**src/rtl/xvec2_valu_seq_pkg.sv**
```systemverilog
// Shared definitions for the xvec2 vector ALU sequencer: vscale ALU opcodes,
// lane geometry defaults and the sequencer FSM state encoding.
package xvec2_valu_seq_pkg;

  localparam int XPR_LEN      = 32;
  localparam int SHAMT_WIDTH  = 5;
  localparam int VEC_SIZE     = 4;
  localparam int VEC_XPR_LEN  = VEC_SIZE * XPR_LEN;
  localparam int ALU_OP_WIDTH = 4;

  typedef logic [ALU_OP_WIDTH-1:0] alu_op_t;

  localparam alu_op_t ALU_OP_ADD  = 4'd0;
  localparam alu_op_t ALU_OP_SLL  = 4'd1;
  localparam alu_op_t ALU_OP_XOR  = 4'd4;
  localparam alu_op_t ALU_OP_SRL  = 4'd5;
  localparam alu_op_t ALU_OP_OR   = 4'd6;
  localparam alu_op_t ALU_OP_AND  = 4'd7;
  localparam alu_op_t ALU_OP_SEQ  = 4'd8;
  localparam alu_op_t ALU_OP_SNE  = 4'd9;
  localparam alu_op_t ALU_OP_SUB  = 4'd10;
  localparam alu_op_t ALU_OP_SRA  = 4'd11;
  localparam alu_op_t ALU_OP_SLT  = 4'd12;
  localparam alu_op_t ALU_OP_SGE  = 4'd13;
  localparam alu_op_t ALU_OP_SLTU = 4'd14;
  localparam alu_op_t ALU_OP_SGEU = 4'd15;

  typedef enum logic [1:0] {
    XVEC2_SEQ_IDLE = 2'd0,
    XVEC2_SEQ_EXEC = 2'd1,
    XVEC2_SEQ_DONE = 2'd2
  } state_t;

  // Compares and unassigned encodings have no lane datapath here.
  function automatic logic alu_op_illegal(input alu_op_t op);
    case (op)
      ALU_OP_ADD, ALU_OP_SUB, ALU_OP_AND, ALU_OP_OR, ALU_OP_XOR,
      ALU_OP_SLL, ALU_OP_SRL, ALU_OP_SRA: alu_op_illegal = 1'b0;
      default:                            alu_op_illegal = 1'b1;
    endcase
  endfunction

endpackage

```
**src/rtl/xvec2_valu_seq_if.sv**
```systemverilog
// Request/response bundle between the xvec2 issue stage (master) and the
// vector ALU sequencer (slave). req_mask exists only with XVEC2_VALU_SEQ_LANE_MASK_EN.
interface xvec2_valu_seq_if #(
  parameter int VEC_SIZE = xvec2_valu_seq_pkg::VEC_SIZE,
  parameter int XPR_LEN  = xvec2_valu_seq_pkg::XPR_LEN
) ();
  import xvec2_valu_seq_pkg::*;

  // Handshakes: a transfer happens on a rising clk edge where valid && ready.
  // The sender holds valid and payload until that edge; ready may depend on
  // state only, never on valid. kill aborts an accepted op without a transfer.
  logic                        req_valid;
  logic                        req_ready;
  alu_op_t                     req_op;
  logic [VEC_SIZE*XPR_LEN-1:0] req_in1;
  logic [VEC_SIZE*XPR_LEN-1:0] req_in2;
  logic                        kill;
  logic                        resp_valid;
  logic                        resp_ready;
  logic [VEC_SIZE*XPR_LEN-1:0] resp_out;
  logic                        resp_illegal;
  logic                        busy;
`ifdef XVEC2_VALU_SEQ_LANE_MASK_EN
  logic [VEC_SIZE-1:0]         req_mask;
`endif

  modport master (
    output req_valid, req_op, req_in1, req_in2, kill, resp_ready,
`ifdef XVEC2_VALU_SEQ_LANE_MASK_EN
    output req_mask,
`endif
    input  req_ready, resp_valid, resp_out, resp_illegal, busy
  );

  modport slave (
    input  req_valid, req_op, req_in1, req_in2, kill, resp_ready,
`ifdef XVEC2_VALU_SEQ_LANE_MASK_EN
    input  req_mask,
`endif
    output req_ready, resp_valid, resp_out, resp_illegal, busy
  );

endinterface

```
**src/rtl/xvec2_lane_alu.sv**
```systemverilog
// Combinational single-lane ALU for the xvec2 sequencer; unsupported ops
// give out=0 with illegal=1.
module xvec2_lane_alu #(
  parameter int XPR_LEN = xvec2_valu_seq_pkg::XPR_LEN
) (
  input  xvec2_valu_seq_pkg::alu_op_t op,
  input  logic [XPR_LEN-1:0]          a,
  input  logic [XPR_LEN-1:0]          b,
  input  logic [$clog2(XPR_LEN)-1:0]  shamt,
  output logic [XPR_LEN-1:0]          out,
  output logic                        illegal
);
  import xvec2_valu_seq_pkg::*;

  always_comb begin
    out     = '0;
    illegal = 1'b0;
    case (op)
      ALU_OP_ADD: out = a + b;
      ALU_OP_SUB: out = a - b;
      ALU_OP_AND: out = a & b;
      ALU_OP_OR:  out = a | b;
      ALU_OP_XOR: out = a ^ b;
      ALU_OP_SLL: out = a << shamt;
      ALU_OP_SRL: out = a >> shamt;
      ALU_OP_SRA: out = $unsigned($signed(a) >>> shamt);
      default:    illegal = 1'b1;
    endcase
  end

endmodule

```
**src/rtl/xvec2_valu_seq.sv**
```systemverilog
// Multi-cycle xvec2 vector ALU sequencer: runs one vector op through
// LANES_PER_BEAT lane ALUs per cycle. Optional lane masking: XVEC2_VALU_SEQ_LANE_MASK_EN.
module xvec2_valu_seq #(
  parameter int VEC_SIZE       = xvec2_valu_seq_pkg::VEC_SIZE,
  parameter int XPR_LEN        = xvec2_valu_seq_pkg::XPR_LEN,
  parameter int LANES_PER_BEAT = 1
) (
  input  logic                       clk,
  input  logic                       reset,
  xvec2_valu_seq_if.slave            bus,
  output xvec2_valu_seq_pkg::state_t fsm_state
);
  import xvec2_valu_seq_pkg::*;

  localparam int NBEATS = VEC_SIZE / LANES_PER_BEAT;
  localparam int BEAT_W = (NBEATS > 1) ? $clog2(NBEATS) : 1;
  localparam int SHW    = $clog2(XPR_LEN);
  localparam int W      = VEC_SIZE * XPR_LEN;
  localparam logic [BEAT_W-1:0] LAST_BEAT = BEAT_W'(NBEATS - 1);

  if (LANES_PER_BEAT < 1 || (VEC_SIZE % LANES_PER_BEAT) != 0) begin : g_bad_cfg
    $error("xvec2_valu_seq: LANES_PER_BEAT must divide VEC_SIZE");
  end

  state_t              state, state_next;
  logic [BEAT_W-1:0]   beat, first_beat, next_beat;
  logic                first_any, next_any;
  alu_op_t             op_q;
  logic [W-1:0]        in1_q, in2_q, res_q, res_init;
  logic                ill_q;
  logic [LANES_PER_BEAT*XPR_LEN-1:0] lane_out;
  logic [LANES_PER_BEAT-1:0]         lane_ill, lane_en;

  for (genvar l = 0; l < LANES_PER_BEAT; l++) begin : g_lane
    xvec2_lane_alu #(.XPR_LEN(XPR_LEN)) u_lane (
      .op      (op_q),
      .a       (in1_q[(int'(beat) * LANES_PER_BEAT + l) * XPR_LEN +: XPR_LEN]),
      .b       (in2_q[(int'(beat) * LANES_PER_BEAT + l) * XPR_LEN +: XPR_LEN]),
      .shamt   (in2_q[SHW-1:0]),
      .out     (lane_out[l * XPR_LEN +: XPR_LEN]),
      .illegal (lane_ill[l])
    );
  end

`ifdef XVEC2_VALU_SEQ_LANE_MASK_EN
  logic [VEC_SIZE-1:0] mask_q;
  logic [NBEATS-1:0]   act_req, act_q;

  // Masked lanes start out holding in1 and are never overwritten.
  assign res_init = bus.req_in1;

  always_comb begin
    act_req    = '0;
    act_q      = '0;
    first_beat = '0;
    first_any  = 1'b0;
    next_beat  = '0;
    next_any   = 1'b0;
    for (int b = 0; b < NBEATS; b++) begin
      act_req[b] = |bus.req_mask[b * LANES_PER_BEAT +: LANES_PER_BEAT];
      act_q[b]   = |mask_q[b * LANES_PER_BEAT +: LANES_PER_BEAT];
    end
    // Descending scan leaves the lowest qualifying beat selected.
    for (int b = NBEATS - 1; b >= 0; b--) begin
      if (act_req[b]) begin
        first_beat = BEAT_W'(b);
        first_any  = 1'b1;
      end
      if (act_q[b] && b > int'(beat)) begin
        next_beat = BEAT_W'(b);
        next_any  = 1'b1;
      end
    end
    for (int l = 0; l < LANES_PER_BEAT; l++) begin
      lane_en[l] = mask_q[int'(beat) * LANES_PER_BEAT + l];
    end
  end
`else
  assign res_init   = '0;
  assign first_beat = '0;
  assign first_any  = 1'b1;
  assign next_any   = (beat != LAST_BEAT);
  assign next_beat  = next_any ? BEAT_W'(beat + 1'b1) : '0;
  assign lane_en    = '1;
`endif

  always_comb begin
    state_next = state;
    case (state)
      XVEC2_SEQ_IDLE: if (bus.req_valid) state_next = first_any ? XVEC2_SEQ_EXEC : XVEC2_SEQ_DONE;
      XVEC2_SEQ_EXEC: begin
        if (bus.kill)       state_next = XVEC2_SEQ_IDLE;
        else if (!next_any) state_next = XVEC2_SEQ_DONE;
      end
      XVEC2_SEQ_DONE: if (bus.kill || bus.resp_ready) state_next = XVEC2_SEQ_IDLE;
      default:        state_next = XVEC2_SEQ_IDLE;
    endcase
  end

  always_ff @(posedge clk) begin
    if (reset) begin
      state <= XVEC2_SEQ_IDLE;
      beat  <= '0;
      op_q  <= '0;
      in1_q <= '0;
      in2_q <= '0;
      res_q <= '0;
      ill_q <= 1'b0;
`ifdef XVEC2_VALU_SEQ_LANE_MASK_EN
      mask_q <= '0;
`endif
    end else begin
      state <= state_next;
      case (state)
        XVEC2_SEQ_IDLE: if (bus.req_valid) begin
          op_q  <= bus.req_op;
          in1_q <= bus.req_in1;
          in2_q <= bus.req_in2;
          res_q <= res_init;
          ill_q <= alu_op_illegal(bus.req_op);
          beat  <= first_beat;
`ifdef XVEC2_VALU_SEQ_LANE_MASK_EN
          mask_q <= bus.req_mask;
`endif
        end
        XVEC2_SEQ_EXEC: begin
          if (bus.kill) begin
            beat <= '0;
          end else begin
            for (int l = 0; l < LANES_PER_BEAT; l++) begin
              if (lane_en[l])
                res_q[(int'(beat) * LANES_PER_BEAT + l) * XPR_LEN +: XPR_LEN] <= lane_out[l * XPR_LEN +: XPR_LEN];
            end
            ill_q <= ill_q | (|lane_ill);
            beat  <= next_beat;
          end
        end
        default: ;
      endcase
    end
  end

  assign bus.req_ready    = (state == XVEC2_SEQ_IDLE);
  assign bus.resp_valid   = (state == XVEC2_SEQ_DONE);
  assign bus.busy         = (state != XVEC2_SEQ_IDLE);
  assign bus.resp_out     = res_q;
  assign bus.resp_illegal = ill_q;
  assign fsm_state        = state;

endmodule

```
**src/flat_wrapper.sv**
```systemverilog
// flat-port wrapper written by rule: the top's interface ports become plain ports
module xvec2_valu_seq_flat import xvec2_valu_seq_pkg::*;
#(
  parameter int VEC_SIZE       = xvec2_valu_seq_pkg::VEC_SIZE,
  parameter int XPR_LEN        = xvec2_valu_seq_pkg::XPR_LEN,
  parameter int LANES_PER_BEAT = 1
)
  (clk, reset, fsm_state, bus_req_valid, bus_req_op, bus_req_in1, bus_req_in2, bus_kill, bus_resp_ready, bus_req_ready, bus_resp_valid, bus_resp_out, bus_resp_illegal, bus_busy);
  xvec2_valu_seq_if #(.VEC_SIZE(VEC_SIZE), .XPR_LEN(XPR_LEN)) bus_i ();
  input  logic clk;
  input  logic reset;
  output xvec2_valu_seq_pkg::state_t fsm_state;
  input wire logic [$bits(bus_i.req_valid)-1:0] bus_req_valid;
  input wire logic [$bits(bus_i.req_op)-1:0] bus_req_op;
  input wire logic [$bits(bus_i.req_in1)-1:0] bus_req_in1;
  input wire logic [$bits(bus_i.req_in2)-1:0] bus_req_in2;
  input wire logic [$bits(bus_i.kill)-1:0] bus_kill;
  input wire logic [$bits(bus_i.resp_ready)-1:0] bus_resp_ready;
  output wire logic [$bits(bus_i.req_ready)-1:0] bus_req_ready;
  output wire logic [$bits(bus_i.resp_valid)-1:0] bus_resp_valid;
  output wire logic [$bits(bus_i.resp_out)-1:0] bus_resp_out;
  output wire logic [$bits(bus_i.resp_illegal)-1:0] bus_resp_illegal;
  output wire logic [$bits(bus_i.busy)-1:0] bus_busy;
  assign bus_i.req_valid = bus_req_valid;
  assign bus_i.req_op = bus_req_op;
  assign bus_i.req_in1 = bus_req_in1;
  assign bus_i.req_in2 = bus_req_in2;
  assign bus_i.kill = bus_kill;
  assign bus_i.resp_ready = bus_resp_ready;
  assign bus_req_ready = bus_i.req_ready;
  assign bus_resp_valid = bus_i.resp_valid;
  assign bus_resp_out = bus_i.resp_out;
  assign bus_resp_illegal = bus_i.resp_illegal;
  assign bus_busy = bus_i.busy;
  xvec2_valu_seq #(.VEC_SIZE(VEC_SIZE), .XPR_LEN(XPR_LEN), .LANES_PER_BEAT(LANES_PER_BEAT)) u_core (.clk(clk), .reset(reset), .bus(bus_i), .fsm_state(fsm_state));
endmodule
```
**config.mk**
```make
export PLATFORM = sky130hd
export DESIGN_NAME = xvec2_valu_seq_flat
export DESIGN_NICKNAME = d
export VERILOG_FILES = /design/src/rtl/xvec2_valu_seq_pkg.sv /design/src/rtl/xvec2_valu_seq_if.sv /design/src/rtl/xvec2_lane_alu.sv /design/src/rtl/xvec2_valu_seq.sv /design/src/flat_wrapper.sv
export SDC_FILE = /design/constraint.sdc
export NUM_CORES = 1
export LEC_CHECK = 0
export CAP_MARGIN = 5
export CORE_UTILIZATION = 42
export CTS_CLUSTER_SIZE = 25
export DETAILED_ROUTE_END_ITERATION = 8
export MAX_ROUTING_LAYER = met4
export PLACE_DENSITY_LB_ADDON = 0.15
export SETUP_SLACK_MARGIN = 0.05
export SYNTH_ARGS = -nofsm -noshare
export SYNTH_HDL_FRONTEND = slang
export SYNTH_SLANG_ARGS = --single-unit
```
**constraint.sdc**
```tcl
create_clock -name clk -period 4.7 [get_ports clk]
set_input_delay 0.94 -clock clk [delete_from_list [all_inputs] [get_ports clk]]
set_output_delay 0.94 -clock clk [all_outputs]
set_load 0.05 [all_outputs]
```
==> results of run 1 <==
[layer usage]
| layer | GRT usage, % | up-vias | part of all wire [%] |
|---|---|---|---|
| met2 | 54.0 | 1040 | 46 |
| met4 | 14.5 | 0 | 4.6 |
| met5 | - | - | 0 |
| li1 | - | 11200 | - |
| met1 | 46.6 | 11900 | 43 |
| met3 | 4.47 | 194 | 6.5 |
[cells by family (layout without fill, tap and decap cells)]
kind of cell / after synthesis / count (layout)
AO/OA/AOI/OAI: 769 / 769
XOR/XNOR: 57 / 57
adder cells (fa/ha/maj): 101 / 101
buffers and inverters: 299 / 805
flip-flops: 393 / 393
multiplexers: 231 / 231
other: 0 / 2
AND/OR/NAND/NOR: 1029 / 1029
[state kept, by name, summed over array words and instances, names as in the netlist]
name / cells
u_core.in2_q: 128
u_core.bus.resp_illegal: 1
u_core.beat: 2
u_core.in1_q: 128
u_core.fsm_state: 2
u_core.bus.resp_out: 128
u_core.op_q: 4
[final cells by class]
class                   instances  area share, %
flip-flops and latches        393           24.9
diodes                          2         0.0158
inverters                      81          0.961
clock inverters                16          0.439
clock buffers                  55           3.70
repair buffers                653           19.0
multi-input cells            2187           48.0
well taps                     748           2.96
[worst paths after layout]
kind | from | endpoint | slack, ps | depth (start not counted)
setup reg to reg | u_core.beat[0] | u_core.bus.resp_out[122] | 50 | 21
setup / recovery | u_core.beat[0] | u_core.bus.resp_out[122] | 50 | 21
hold reg to reg | u_core.bus.resp_out[5] | u_core.bus.resp_out[5] | 450 | 2
hold / removal | u_core.bus.resp_out[5] | u_core.bus.resp_out[5] | 450 | 2
[stage by stage]
step	worst slack, ps	TNS [ps]	total power, mW	util [%]	hold slack (ps)
global placement	-278	-1720	6.39	53.5	434
CTS	46.1	0	9.64	56.2	453
finish	52.7	0	9.74	57.0	447
floorplan	54.4	0	5.13	-	432
global route	-177	-2300	10.1	57.0	468
detailed placement	-321	-5500	6.42	53.5	441
[worst max-delay path, cell delays in order, from the launching register on]
cell and delay (ps):
dfxtp_4 370, buf_12 130, mux4_2 550, nor3_4 240, buf_4 140, buf_4 100, and3_4 190, nand2_1 120
or2_4 280, o31ai_2 220, xnor2_1 110, ha_1 370, a21oi_1 260, o211ai_1 130, nand2_1 110, buf_4 120
nand3_1 60, o21ai_0 190, xor2_1 290, o211ai_1 170, buf_4 180, a22o_1 190
[synth_stat cells (all sizes together), types with 10 or more instances]
| cell type | number | area share, % |
|---|---|---|
| a22oi | 25 | 0.79 |
| nor3 | 34 | 0.76 |
| buf | 48 | 1.3 |
| dfxtp | 393 | 33 |
| mux2 | 33 | 1.6 |
| inv | 81 | 1.3 |
| xnor2 | 46 | 1.7 |
| nand3 | 37 | 0.80 |
| xor2 | 11 | 0.40 |
| nand2b | 18 | 0.47 |
| ha | 100 | 5.3 |
| a211oi | 16 | 0.55 |
| a21o | 10 | 0.32 |
| a22o | 66 | 2.4 |
| o221ai | 14 | 0.52 |
| a21oi | 343 | 7.2 |
| nand2 | 731 | 12 |
| mux2i | 83 | 3.5 |
| nor2 | 132 | 2.1 |
| nand4 | 14 | 0.37 |
| clkbuf | 170 | 2.7 |
| nor2b | 15 | 0.39 |
| o31ai | 10 | 0.32 |
| o211ai | 20 | 0.63 |
| a31oi | 28 | 0.74 |
| a221oi | 25 | 0.97 |
| o21ai | 140 | 2.9 |
| mux4 | 115 | 11 |
| o22ai | 16 | 0.42 |
[timing repair]
action	4_1_cts	5_1_grt
endpoints found under the setup margin	50	71
buffers inserted	7	10
pin swaps	20	53
gates resized for setup	30	73
gates cloned	0	1
[where the power goes]
group          switching [mW]  total (mW)  leakage, nW  internal [mW]
sequential              0.107        3.58         3.21           3.47
combinational            1.73        2.97         8.15           1.24
clock                    1.33        3.19        0.652           1.85
total                    3.17        9.74         12.0           6.57
==> impl_metrics.ini, run 1 <==
[route]
dr.pass1.iters = 5
routed_wl_um = 100000
dr.first_iter.drc_count = 2046
drc = 0
vias = 24400
wl_per_cell_um = 24.2
avgViaCountPerCell = 5.89
ant_nets = 0

[setup_path]
criticalPathCategory = reg -> reg
cp-end-kind = flip-flop
worstPathRequired_ps = 5150
startpoint_type = flip-flop
critPathArrivalTime_ps = 5090
crit_fanout = 6

[min_path]
hold_class = reg -> reg

[clock_network]
clock_latency_ps = 580
numCtsBuffers = 41
cts.clk_slew.worst_paths_ps = 60
clock-sinks = 393
clockBufferDepth = 3
cts_max_level = 2
cts_tree = yes
ctsHoldBuffers = 0
cts_root_buffer = clkbuf_16

[timing]
slew-limit-headroom_pct = 7.19
finClkSkew_ps = 23.4
worstMarginPinSlew_ps = 1380
hold_violations = 0
maxSlewViolCount = 0
setup_viol = 0
finalCriticalPeriod_ps = 4650
fin_crit_sh_pct = 98.9
rsz0062_at_grt = yes
fmax_mhz = 215

[place]
gp_congestion = 1.03
dpl_cell_area_um2 = 29700
dp_hpwl_um = 78000
dpl.cell_count = 4044
portBuffers = 398

[die]
die_w_um = 240
initial_core_util_pct = 42.9
num_rows = 86
ios = 399
die_area_um2 = 57600
coreArea_um2 = 55500
die_h_um = 240

[synth]
postSynthCellCount = 2879
synthFlopType = dfxtp_1
synth_compound_area_share_pct = 20.2
netlist_area_um2 = 23800
synthMuxAreaShare_pct = 16.0
synth_top_family_by_area = compound AO/OA/AOI/OAI gates
syn_avg_cell_area_um2 = 8.26
ys_ff_latch = 393
synthAdderAreaFrac_pct = 5.34
seq_area_frac_synth_pct = 33.1
synth-async-reset-ratio_pct = 0
synth-simple-area-share_pct = 18.1
synth_warnings = 0
synth_edf_count = 0
syn-num-nets = 3245
synth_xor_area_share_pct = 2.10
synth_cell_types = 85

[layout]
multi_input_area_um2 = 15200
layout_common_cells = 727 x nand2_1, 397 x clkdlybuf4s50_1, 387 x dfxtp_1
nets = 3723
final_common_cell = nand2_1
area_growth_pct = 33.0
postLayoutCellArea_um2 = 31600
final-seq-area_um2 = 7880
drive_gt1_share_pct = 17.0
n_fill_cell = 5048
instances_no_fill = 4135

[grt]
grt_overflow = 0
antenna_found_initial = 3
grt_usage_pct = 35.1
grt_start_max_net_pins = 232
grt_pass1_vias = 23400
grt_pass1_wl_um = 148000

[run_status]
status = finished clean

[flow_run]
maxCapViolations = 0

[pwr]
p_leak_nw = 12.0
ir_drop_mv = 0.265
power.density_nw_per_um2 = 308
(Power assumes the default switching activity.)
==> run 2: changes to the inputs <==
CORE_MARGIN = 4   (was not set)
==> run 2 against run 1 <==
Net effect:
- largest cell class unchanged
- critical path type unchanged
- the run now ends with setup timing left
- largest power group unchanged
- cell count is 0.12% lower
- highest routed layer unchanged
- critical endpoint is now u_core.bus.resp_out[50]
- count of clock-buffer cells in the layout is 2 higher
- wire length is 0.64% lower
==> impl_metrics.ini, run 2 (same netlist as run 1, synthesis figures left out) <==
[place]
pre_cts_ws_ps = -218
gp_congestion = 1.05
dp_hpwl_um = 77300
portBuffers = 398

[grt]
grt_pass1_wl_um = 146000
grt_pass1_vias = 23200
grt_overflow = 0
antenna_found_initial = 2
grt_start_max_net_pins = 208
grt_usage_pct = 32.4

[die]
die_w_um = 246
initial_core_util_pct = 42.8
die_area_um2 = 60500
coreArea_um2 = 55600
num_rows = 86
die_h_um = 246
ios = 399

[pwr]
p_leak_nw = 12.0
power.total_mw = 9.94
ir_drop_mv = 0.351
power.density_nw_per_um2 = 314

[timing]
finClkSkew_ps = 16.2
hold_violations = 0
fmax_mhz = 208
maxSlewViolCount = 0
worst_slack_ps = -106
fin_crit_sh_pct = 102
worstMarginPinSlew_ps = 1140
rsz0062_at_grt = yes
slew-limit-headroom_pct = 22.9
finalCriticalPeriod_ps = 4810
setup_viol = 21

[clock_network]
clockBufferDepth = 3
clock_latency_ps = 570
numCtsBuffers = 41
cts_tree = yes
cts_root_buffer = clkbuf_16
cts_max_level = 2
cts.clk_slew.worst_paths_ps = 60
clock-sinks = 393

[route]
routed_wl_um = 99400
vias = 24100
ant_nets = 0
drc = 0
dr.pass1.iters = 6
wl_per_cell_um = 24.1
dr.first_iter.drc_count = 2000
avgViaCountPerCell = 5.85

[run_status]
status = finished, violations left
violations = setup timing

[setup_path]
worstPathRequired_ps = 5150
startpoint_type = flip-flop
crit_fanout = 5
cp-end-kind = flip-flop
critPathArrivalTime_ps = 5250
criticalPathCategory = reg -> reg

[flow_run]
maxCapViolations = 0

[layout]
layout_common_cells = 726 x nand2_1, 397 x clkdlybuf4s50_1, 387 x dfxtp_1
area_growth_pct = 33.0
drive_gt1_share_pct = 17.0
nets = 3713
final_common_cell = nand2_1

[min_path]
hold_class = reg -> reg
==> run 2: metal layers <==
metal | wire, um | track usage, % | vias up
met3 | 6540 | 4.53 | 207
met1 | 43000 | 43.2 | 11700
met2 | 45300 | 49.9 | 1014
met4 | 4520 | 13.0 | 0
met5 | 0 | - | -
li1 | - | - | 11200
==> run 2: critical path: stages (launching register included) <==
cell,delay (ps)
dfxtp_4,360
buf_12,120
buf_12,100
mux4_2,520
inv_2,100
ha_4,160
nand3_4,80
nor2_4,140
nand3_2,100
or4_4,600
nor2_4,160
nor2_2,50
xnor2_1,180
ha_2,320
buf_6,140
buf_4,140
nand2_2,50
mux2i_2,80
nand2_1,100
o2111ai_2,140
a31oi_1,250
o311ai_2,190
a311oi_1,300
buf_4,230
o21ai_2,70
==> run 2: metrics by stage <==
| stage | cells | area (um2) | hold slack (ps) | TNS [ps] | util, % |
|---|---|---|---|---|---|
| 2_1_floorplan | 2879 | 23900 | 432 | 0 | - |
| 3_3_place_gp | 4024 | 29600 | 434 | -1880 | 53.2 |
| 3_5_place_dp | 4024 | 29600 | 441 | -5300 | 53.2 |
| 4_1_cts | 4109 | 31200 | 453 | 0 | 56.1 |
| 5_1_grt | 4130 | 31600 | 472 | -9100 | 56.9 |
| 6_report | 4130 | 31600 | 447 | -703 | 56.9 |
==> run 2: final cells by class <==
type / instances / area [um2]
Antenna cell: 2 / 5.00
Clock buffer: 57 / 1210
Clock inverter: 19 / 215
Fill cell: 5051 / 24000
Inverter: 81 / 304
Multi-Input combinational cell: 2187 / 15100
Sequential cell: 393 / 7880
Tap cell: 748 / 936
Timing Repair Buffer: 643 / 5970
==> run 2: final timing paths <==
path / cells past startpoint / slack [ps] / to / from
worst max-delay path: 24 / -110 / u_core.bus.resp_out[50] / u_core.beat[0]
worst max register to register: 24 / -110 / u_core.bus.resp_out[50] / u_core.beat[0]
worst min register to register: 2 / 450 / u_core.bus.resp_out[4] / u_core.bus.resp_out[4]
worst min-delay path: 2 / 450 / u_core.bus.resp_out[4] / u_core.bus.resp_out[4]
==> run 2: what timing repair did <==
item,in CTS,in global routing
endpoints found under the setup margin,44,76
buffers inserted,8,19
resized for setup,19,72
cloned,1,0
pin swaps,21,64
hold buffers,0,0
==> run 2: report_power, final <==
| part | switching (mW) | total (mW) | leakage (nW) | internal (mW) |
|---|---|---|---|---|
| registers | 0.103 | 3.58 | 3.21 | 3.47 |
| clock network | 1.38 | 3.41 | 0.703 | 2.03 |
| logic | 1.72 | 2.96 | 8.10 | 1.24 |
| total | 3.20 | 9.94 | 12.0 | 6.74 |
